`src/rtl/serial_sub_pkg.sv`:
```
// Shared definitions for the bit-serial subtractor: FSM encoding, default width
// and the bit-counter width helper.
package serial_sub_pkg;

  // Operand/result width used when the instantiating level does not override it.
  localparam int unsigned DefaultWidth = 4;

  // Controller state encoding.
  typedef enum logic [1:0] {
    StIdle = 2'd0,
    StRun  = 2'd1,
    StDone = 2'd2
  } state_e;

  // The counter only has to reach WIDTH-1, so clog2(WIDTH) bits are enough.
  // The result is floored at one bit so that a counter always exists.
  function automatic int unsigned cnt_width(int unsigned width);
    return (width < 2) ? 1 : $clog2(width);
  endfunction

  localparam int unsigned DefaultCntWidth = cnt_width(DefaultWidth);

endpackage

```
`src/rtl/serial_subtractor_if.sv`:
```
// Start/result bundle for serial_subtractor.
// With SERIAL_SUB_OVF_EN defined, the bundle also carries the signed-overflow flag v.
// master: the requester. slave: the subtractor.
interface serial_subtractor_if
  import serial_sub_pkg::*;
#(
  parameter int unsigned WIDTH = DefaultWidth
);

  logic             start;
  logic [WIDTH-1:0] a;
  logic [WIDTH-1:0] b;
  logic             bin;
  logic [WIDTH-1:0] diff;
  logic             bout;
  logic             busy;
  logic             done;
`ifdef SERIAL_SUB_OVF_EN
  logic             v;

  modport master (
    output start, a, b, bin,
    input  diff, bout, busy, done, v
  );

  modport slave (
    input  start, a, b, bin,
    output diff, bout, busy, done, v
  );
`else
  modport master (
    output start, a, b, bin,
    input  diff, bout, busy, done
  );

  modport slave (
    input  start, a, b, bin,
    output diff, bout, busy, done
  );
`endif

endinterface

```
`src/rtl/full_subtractor.sv`:
```
// One-bit full subtractor: o_d = i_a - i_b - i_bin (mod 2).
// o_bout is the borrow from the next bit position.
module full_subtractor (
  input  logic i_a,
  input  logic i_b,
  input  logic i_bin,
  output logic o_d,
  output logic o_bout
);

  assign o_d    = i_a ^ i_b ^ i_bin;
  assign o_bout = (~i_a & i_b) | (~(i_a ^ i_b) & i_bin);

endmodule

```
`src/rtl/serial_subtractor.sv`:
```
// Bit-serial subtractor computing diff = a - b - bin, LSB first, one bit per clock.
// A single full_subtractor cell is reused across every bit position.
// Define SERIAL_SUB_OVF_EN to add the signed-overflow output v.
module serial_subtractor
  import serial_sub_pkg::*;
#(
  parameter int unsigned WIDTH = DefaultWidth
) (
  input  logic                 i_clk,
  input  logic                 i_rst,
  serial_subtractor_if.slave   bus
);

  localparam int unsigned CntW = cnt_width(WIDTH);
  localparam logic [CntW-1:0] LastBit = CntW'(WIDTH - 1);

  state_e           r_state;
  logic [CntW-1:0]  r_cnt;
  logic [WIDTH-1:0] r_a;
  logic [WIDTH-1:0] r_b;
  // Bits produced so far. The incoming bit enters at the top, so after WIDTH
  // steps bit 0 sits at the bottom of w_res_next.
  logic [WIDTH-2:0] r_res;
  logic             r_br;
  logic [WIDTH-1:0] r_diff;
  logic             r_bout;
  logic             r_busy;
  logic             r_done;
`ifdef SERIAL_SUB_OVF_EN
  // The shift registers lose the operand MSBs, so keep them for the overflow flag.
  logic             r_a_msb;
  logic             r_b_msb;
  logic             r_v;
`endif

  logic             w_d;
  logic             w_bout;
  logic [WIDTH-1:0] w_res_next;
  logic             w_accept;

  full_subtractor u_cell (
    .i_a    (r_a[0]),
    .i_b    (r_b[0]),
    .i_bin  (r_br),
    .o_d    (w_d),
    .o_bout (w_bout)
  );

  // Shift the new bit in at the top of the partial result.
  assign w_res_next = {w_d, r_res};
  assign w_accept   = bus.start && (r_state == StIdle || r_state == StDone);

  // Controller, operand shifters and registered result in one FSM.
  always_ff @(posedge i_clk) begin
    if (i_rst) begin
      r_state <= StIdle;
      r_cnt   <= '0;
      r_a     <= '0;
      r_b     <= '0;
      r_res   <= '0;
      r_br    <= 1'b0;
      r_diff  <= '0;
      r_bout  <= 1'b0;
      r_busy  <= 1'b0;
      r_done  <= 1'b0;
`ifdef SERIAL_SUB_OVF_EN
      r_a_msb <= 1'b0;
      r_b_msb <= 1'b0;
      r_v     <= 1'b0;
`endif
    end else begin
      unique case (r_state)
        StIdle, StDone: begin
          r_done <= 1'b0;
          if (w_accept) begin
            r_a     <= bus.a;
            r_b     <= bus.b;
            r_br    <= bus.bin;
            r_res   <= '0;
            r_cnt   <= '0;
            r_busy  <= 1'b1;
            r_state <= StRun;
`ifdef SERIAL_SUB_OVF_EN
            r_a_msb <= bus.a[WIDTH-1];
            r_b_msb <= bus.b[WIDTH-1];
`endif
          end else begin
            r_state <= StIdle;
          end
        end
        StRun: begin
          // start is ignored here: no queueing and no restart.
          r_a   <= {1'b0, r_a[WIDTH-1:1]};
          r_b   <= {1'b0, r_b[WIDTH-1:1]};
          r_res <= w_res_next[WIDTH-1:1];
          r_br  <= w_bout;
          r_cnt <= r_cnt + CntW'(1);
          if (r_cnt == LastBit) begin
            r_diff  <= w_res_next;
            r_bout  <= w_bout;
            r_busy  <= 1'b0;
            r_done  <= 1'b1;
            r_state <= StDone;
`ifdef SERIAL_SUB_OVF_EN
            r_v     <= (r_a_msb != r_b_msb) && (w_d != r_a_msb);
`endif
          end
        end
        default: begin
          r_busy  <= 1'b0;
          r_done  <= 1'b0;
          r_state <= StIdle;
        end
      endcase
    end
  end

  assign bus.diff = r_diff;
  assign bus.bout = r_bout;
  assign bus.busy = r_busy;
  assign bus.done = r_done;
`ifdef SERIAL_SUB_OVF_EN
  assign bus.v    = r_v;
`endif

endmodule
```
`src/flat_wrapper.sv`:
```
// flat-port wrapper written by rule: the top's interface ports become plain ports
module serial_subtractor_flat import serial_sub_pkg::*;
#(
  parameter int unsigned WIDTH = DefaultWidth
)
  (i_clk, i_rst, bus_start, bus_a, bus_b, bus_bin, bus_diff, bus_bout, bus_busy, bus_done);
  serial_subtractor_if #(.WIDTH(WIDTH)) bus_i ();
  input  logic i_clk;
  input  logic i_rst;
  input wire logic [$bits(bus_i.start)-1:0] bus_start;
  input wire logic [$bits(bus_i.a)-1:0] bus_a;
  input wire logic [$bits(bus_i.b)-1:0] bus_b;
  input wire logic [$bits(bus_i.bin)-1:0] bus_bin;
  output wire logic [$bits(bus_i.diff)-1:0] bus_diff;
  output wire logic [$bits(bus_i.bout)-1:0] bus_bout;
  output wire logic [$bits(bus_i.busy)-1:0] bus_busy;
  output wire logic [$bits(bus_i.done)-1:0] bus_done;
  assign bus_i.start = bus_start;
  assign bus_i.a = bus_a;
  assign bus_i.b = bus_b;
  assign bus_i.bin = bus_bin;
  assign bus_diff = bus_i.diff;
  assign bus_bout = bus_i.bout;
  assign bus_busy = bus_i.busy;
  assign bus_done = bus_i.done;
  serial_subtractor #(.WIDTH(WIDTH)) u_core (.i_clk(i_clk), .i_rst(i_rst), .bus(bus_i));
endmodule
```
`config.mk`:
```
export PLATFORM = sky130hd
export DESIGN_NAME = serial_subtractor_flat
export DESIGN_NICKNAME = d
export VERILOG_FILES = /design/src/rtl/serial_sub_pkg.sv /design/src/rtl/serial_subtractor_if.sv /design/src/rtl/full_subtractor.sv /design/src/rtl/serial_subtractor.sv /design/src/flat_wrapper.sv
export SDC_FILE = /design/constraint.sdc
export NUM_CORES = 1
export LEC_CHECK = 0
export ABC_AREA = 1
export ABC_CLOCK_PERIOD_IN_PS = 3100
export BUFFER_PORTS_ARGS = -buffer_cell sky130_fd_sc_hd__buf_4
export CORE_MARGIN = 2
export CORE_UTILIZATION = 36
export DETAILED_ROUTE_END_ITERATION = 12
export PLACE_DENSITY = 0.6
export SLEW_MARGIN = 5
export SYNTH_ARGS = -nofsm -noshare
export SYNTH_HDL_FRONTEND = slang
export SYNTH_HIERARCHICAL = 1
export SYNTH_SLANG_ARGS = --single-unit
```
`constraint.sdc`:
```
create_clock -name i_clk -period 3.1 [get_ports i_clk]
set_input_delay 0.62 -clock i_clk [delete_from_list [all_inputs] [get_ports i_clk]]
set_output_delay 0.62 -clock i_clk [all_outputs]
set_load 0.05 [all_outputs]
```
Yosys cells after proc, flatten, opt, wreduce, memory -nomap -nowiden
Index checks and enable logic that the tools add are counted.
Word-level totals
  bits in registers: 23
  bits of input ports: 12
  output and inout port bits: 7
  logic and storage cells: 49
Operators by class
  add/subtract/negate cells: 1
  equal/unequal tests: 5
  multiplexer cells: 16
  bitwise operators: 8
  reduce and logical (&&, ||, !) cells: 9
Operators by type and width (number)
  4-bit one-hot mux with 2 select lines: 2
  4-bit two-way mux: 2
  2-bit one-hot mux with 2 select lines: 2
  3-bit one-hot mux with 2 select lines: 1
  2-bit AND reduction: 3
  2-bit equality test, second input constant: 2
  1-bit two-way mux: 4
  2-bit two-way mux: 2
  2-bit by 1-bit != test with 1-bit output, second input constant: 2
  1-bit one-hot mux with 2 select lines: 2
  2-bit OR reduction: 2
  3-bit two-way mux: 1
  1-bit NOT: 3
  2-bit by 1-bit adder with 2-bit output, second input constant: 1
  1-bit bitwise AND: 2
  2-bit by 1-bit equality test with 1-bit output, second input constant: 1
  2-bit logical NOT: 1
  2-bit nonzero test: 1
  1-bit bitwise XOR: 2
  1-bit logical AND: 1
  1-bit logical OR: 1
  1-bit bitwise OR: 1

Longest topological paths before layout
  word-level depth: 5
  mapped depth: 9
  depth with buffers taken out: 9

Hierarchy
The synthesis kept the hierarchy.
Modules (own cells, without submodules)
  serial_subtractor: times used 1, cells each 138, area each 1042.2 um^2, sequential area each 460.4 um^2
  full_subtractor: times used 1, cells each 4, area each 31.3 um^2, sequential area each 0.0 um^2

Worst setup path after synthesis
No wires, ideal clock.
  path type: input -> register
  start point: input i_rst
  end point: register u_core.r_busy (netlist: u_core/bus.busy)
  setup time: 0.070 ns
  arrival: 1.173 ns
  required time: 3.030 ns
  path slack: 1.857 ns
  stages: 5
  path buffers: 2
  cells stage by stage: buf_4 > inv_4 > buf_4 > o21ai_0 > a21oi_1
RTL lines
  start: declaration: RTL line flat_wrapper.sv:9  | input logic i_rst;
  end signal: assignment: RTL line serial_subtractor.sv:64  | r_busy <= 1'b0;
  end signal: assignment: RTL line serial_subtractor.sv:81  | r_busy <= 1'b1;
  end signal: assignment: RTL line serial_subtractor.sv:101  | r_busy <= 1'b0;
  end: declaration: RTL line serial_subtractor.sv:27  | logic r_busy;

Worst setup path after layout
  start point: register u_core.r_state[0]
  end point: register u_core.r_bout (netlist: u_core/bus.bout)
On the way
  word-level cells in the longest chain between the ends: 2
Ends and longest elaborated chain
  start: declaration: RTL line serial_subtractor.sv:17  | state_e r_state;
  start signal: assignment: RTL line serial_subtractor.sv:56  | r_state <= StIdle;
  start signal: assignment: RTL line serial_subtractor.sv:82  | r_state <= StRun;
  start signal: assignment: RTL line serial_subtractor.sv:88  | r_state <= StIdle;
  2-bit by 1-bit equality test with 1-bit output: RTL line serial_subtractor.sv:72  | unique case (r_state)
  2-bit AND reduction (no line)
  end signal: assignment: RTL line serial_subtractor.sv:100  | r_bout <= w_bout;
  end: declaration: RTL line serial_subtractor.sv:26  | logic r_bout;
No other way between the ends.
A chain may end at the register's enable or synchronous reset.

==> run summary <==
clk slew on worst S/H paths = 0.14 ns
Critical Path Fanout Max = 18
CTS Buffer Depth = 2
Final min period = 1.55 ns
Critical Path RT = 3.32 ns
global route overflow = 0
later-pin clock latency in the skew report = 0.31 ns
placement-stage cell area = 1190 µm²
Slowest-stage cell, CP = dfxtp_1
Tot Pwr = 0.000572 W
Worst setup EP type = register
Worst Max-Slew Pin Slew = 0.423 ns
Synth Area per Inst = 7.56 µm²
htree depth = 1
ant diodes = 0
post-CTS sizing = 0
area grow syn2layout = 14.1%
mapped cell area = 1070 µm²
chip width = 58.6 µm
Clock Sinks = 23
post-synth cell types = 21
half-perimeter wire length after placement = 1.45 mm
Slew Viols, Final = 0
Total Routing Usage GR = 0.130
Post-CTS Hold Buffers = 0
Die Ht = 58.6 µm
fin cells = 189
CTS tree = yes
remaining antenna violation count = 0
Net Count, Synth = 156
Slew HR = 0.718
Die Area = 3430 µm²
fmax = 646 MHz
final instance area = 1220 µm²
Synth area leaders = dfxtp_1 (43%), nand3_1 (10%), nand2_1 (9.4%)
setup bufs post-CTS = 0
global-route wire length before repair = 3.42 mm
Synthesis Warnings = 6
routed vias/inst = 4.73
Setup Skew = 0.00432 ns
Port Buffers = 18
I/O pin count = 19
Setup crit start kind = register
post-synth top area share = 0.429
top_reg_cell synth = dfxtp_1
violations in the final reports = design-rule violations
EDFF count, synth = 0
Leakage Power = 0.550 nW
Placer Congestion = 0.778
final wirelength = 2.03 mm
Post-Place Cells = 185
Post-synth top cells = nand2_1 (27), dfxtp_1 (23), nand3_1 (22)
status = finished, violations left
Nets = 173
First DRT Iteration DRCs = 32
initial antenna violation count = 0
async set or reset register ratio after synthesis = 0
FP Rows = 19
WS Path Type = reg2reg
final count of negative-setup-slack endpoints = 0
cell-by-cell trace of the critical path = inv_2 -> nor2_4 -> nand2_1 -> nand2_1 -> a21oi_1
layout cells sized above 1 = 0.215
Syn Inst Count = 142
wire length per cell = 10.7 µm
Critical Path Max Stage Delay = 0.58 ns
pin count of the biggest net entering global routing = 19
worst vdd ir = 0.163 mV
critical path's most frequent cell = nand2_1
top-count cell post-synth = nand2_1
Yosys reg bits = 23
biggest area consumer among synthesized cells = dfxtp_1
CTS buffer count = 3
via count = 894
Fin. Hold Viols = 0
vias in the first global route = 807
WP data arrival = 1.77 ns
Starting Density = 0.383
unrepaired setup endpoints after global routing = no
final routed DRC violation total = 1
HP Class = reg2reg
pwr/cell area = 467 nW/µm²
sequential-to-total area share from yosys stat = 0.429
CTS Root Buffer Type = clkbuf_4
TritonRoute pass-1 iters = 8
max-cap check violation count = 0
period utilisation layout = 0.499
Setup TNS = 0 ns
core area = 2810 µm²
==> layout make-up <==
| type | count | area, µm² |
|---|---|---|
| clock buffers | 3 | 22.5 |
| flip-flops and latches | 23 | 460 |
| fillers | 303 | 1580 |
| repair buffers | 18 | 135 |
| multi-input cells | 91 | 475 |
| well taps | 31 | 38.8 |
| inverters | 22 | 85.1 |
| clock inverters | 1 | 7.51 |
==> path summary, 6_finish.rpt <==
path	start	end	slack, ns	cells after the start
setup / recovery	u_core/r_state[0]	u_core/bus.bout	1.55	5
hold / removal	u_core/r_cnt[0]	u_core/r_cnt[0]	0.47	1
setup reg to reg	u_core/r_state[0]	u_core/bus.bout	1.55	5
hold reg to reg	u_core/r_cnt[0]	u_core/r_cnt[0]	0.47	1
==> routing by layer <==
metal  up-vias  global-route usage  wire length (µm)
li1        484                   -                 -
met1       397               0.179              1040
met2        11               0.189               883
met3         2              0.0352                87
met4         0              0.0584                17
met5         -                   0                 0
==> registers in the layout (all words and copies together), names as in the netlist <==
register         flops
u_core/bus.done      1
u_core/r_res         3
u_core/bus.busy      1
u_core/r_state       2
u_core/bus.bout      1
u_core/r_a           4
u_core/r_cnt         2
u_core/r_br          1
u_core/r_b           4
u_core/bus.diff      4
==> logic make-up after synthesis <==
family | count (synthesis) | share of synthesized area
fa+ha+maj | 2 | 0.0303
compound gates | 16 | 0.0746
simple gates | 73 | 0.338
flops | 23 | 0.429
buf+inv | 28 | 0.128
==> placed cells by master, fill, tap and decap left out <==
cell        netlist  layout
o21ai_0           2       2
inv_2             2       2
inv_1            19      19
nand3_1          22      22
nand2_1          27      27
nand2_4           1       1
clkinvlp_4        0       1
dfxtp_1          23      23
inv_4             1       1
nand2_2           1       1
nor2_4            1       1
nand3b_1          3       3
nor3_2            3       3
nor3_1            5       5
o21ai_1           5       5
fa_1              1       1
nor2_2            3       3
ha_1              1       1
nor2_1            7       7
buf_4             4      18
a21oi_1           9       9
clkbuf_4          0       3
==> where the power goes <==
part	switching, W	leakage [nW]	internal (W)
combinational	0.0000619	0.348	0.0000403
clock	0.0000964	0.0139	0.0000491
sequential	0.0000108	0.188	0.000313
total	0.000169	0.550	0.000403
==> stage by stage <==
stage / hold slack (ns) / utilization / setup slack (ns)
finish: 0.473 / 0.437 / 1.55
global route: 0.491 / 0.437 / 1.43
CTS: 0.469 / 0.437 / 1.54
detailed placement: 0.451 / 0.426 / 1.57
global placement: 0.440 / 0.426 / 1.62
floorplan: 0.428 / - / 1.86
==> critical path: cells and delay by family, from the launching register on <==
family | cells | cell delay [ns]
buf+inv | 1 | 0.12
compound gates | 1 | 0.06
simple gates | 3 | 0.70
flops | 1 | 0.58
(Power assumes the default switching activity.)
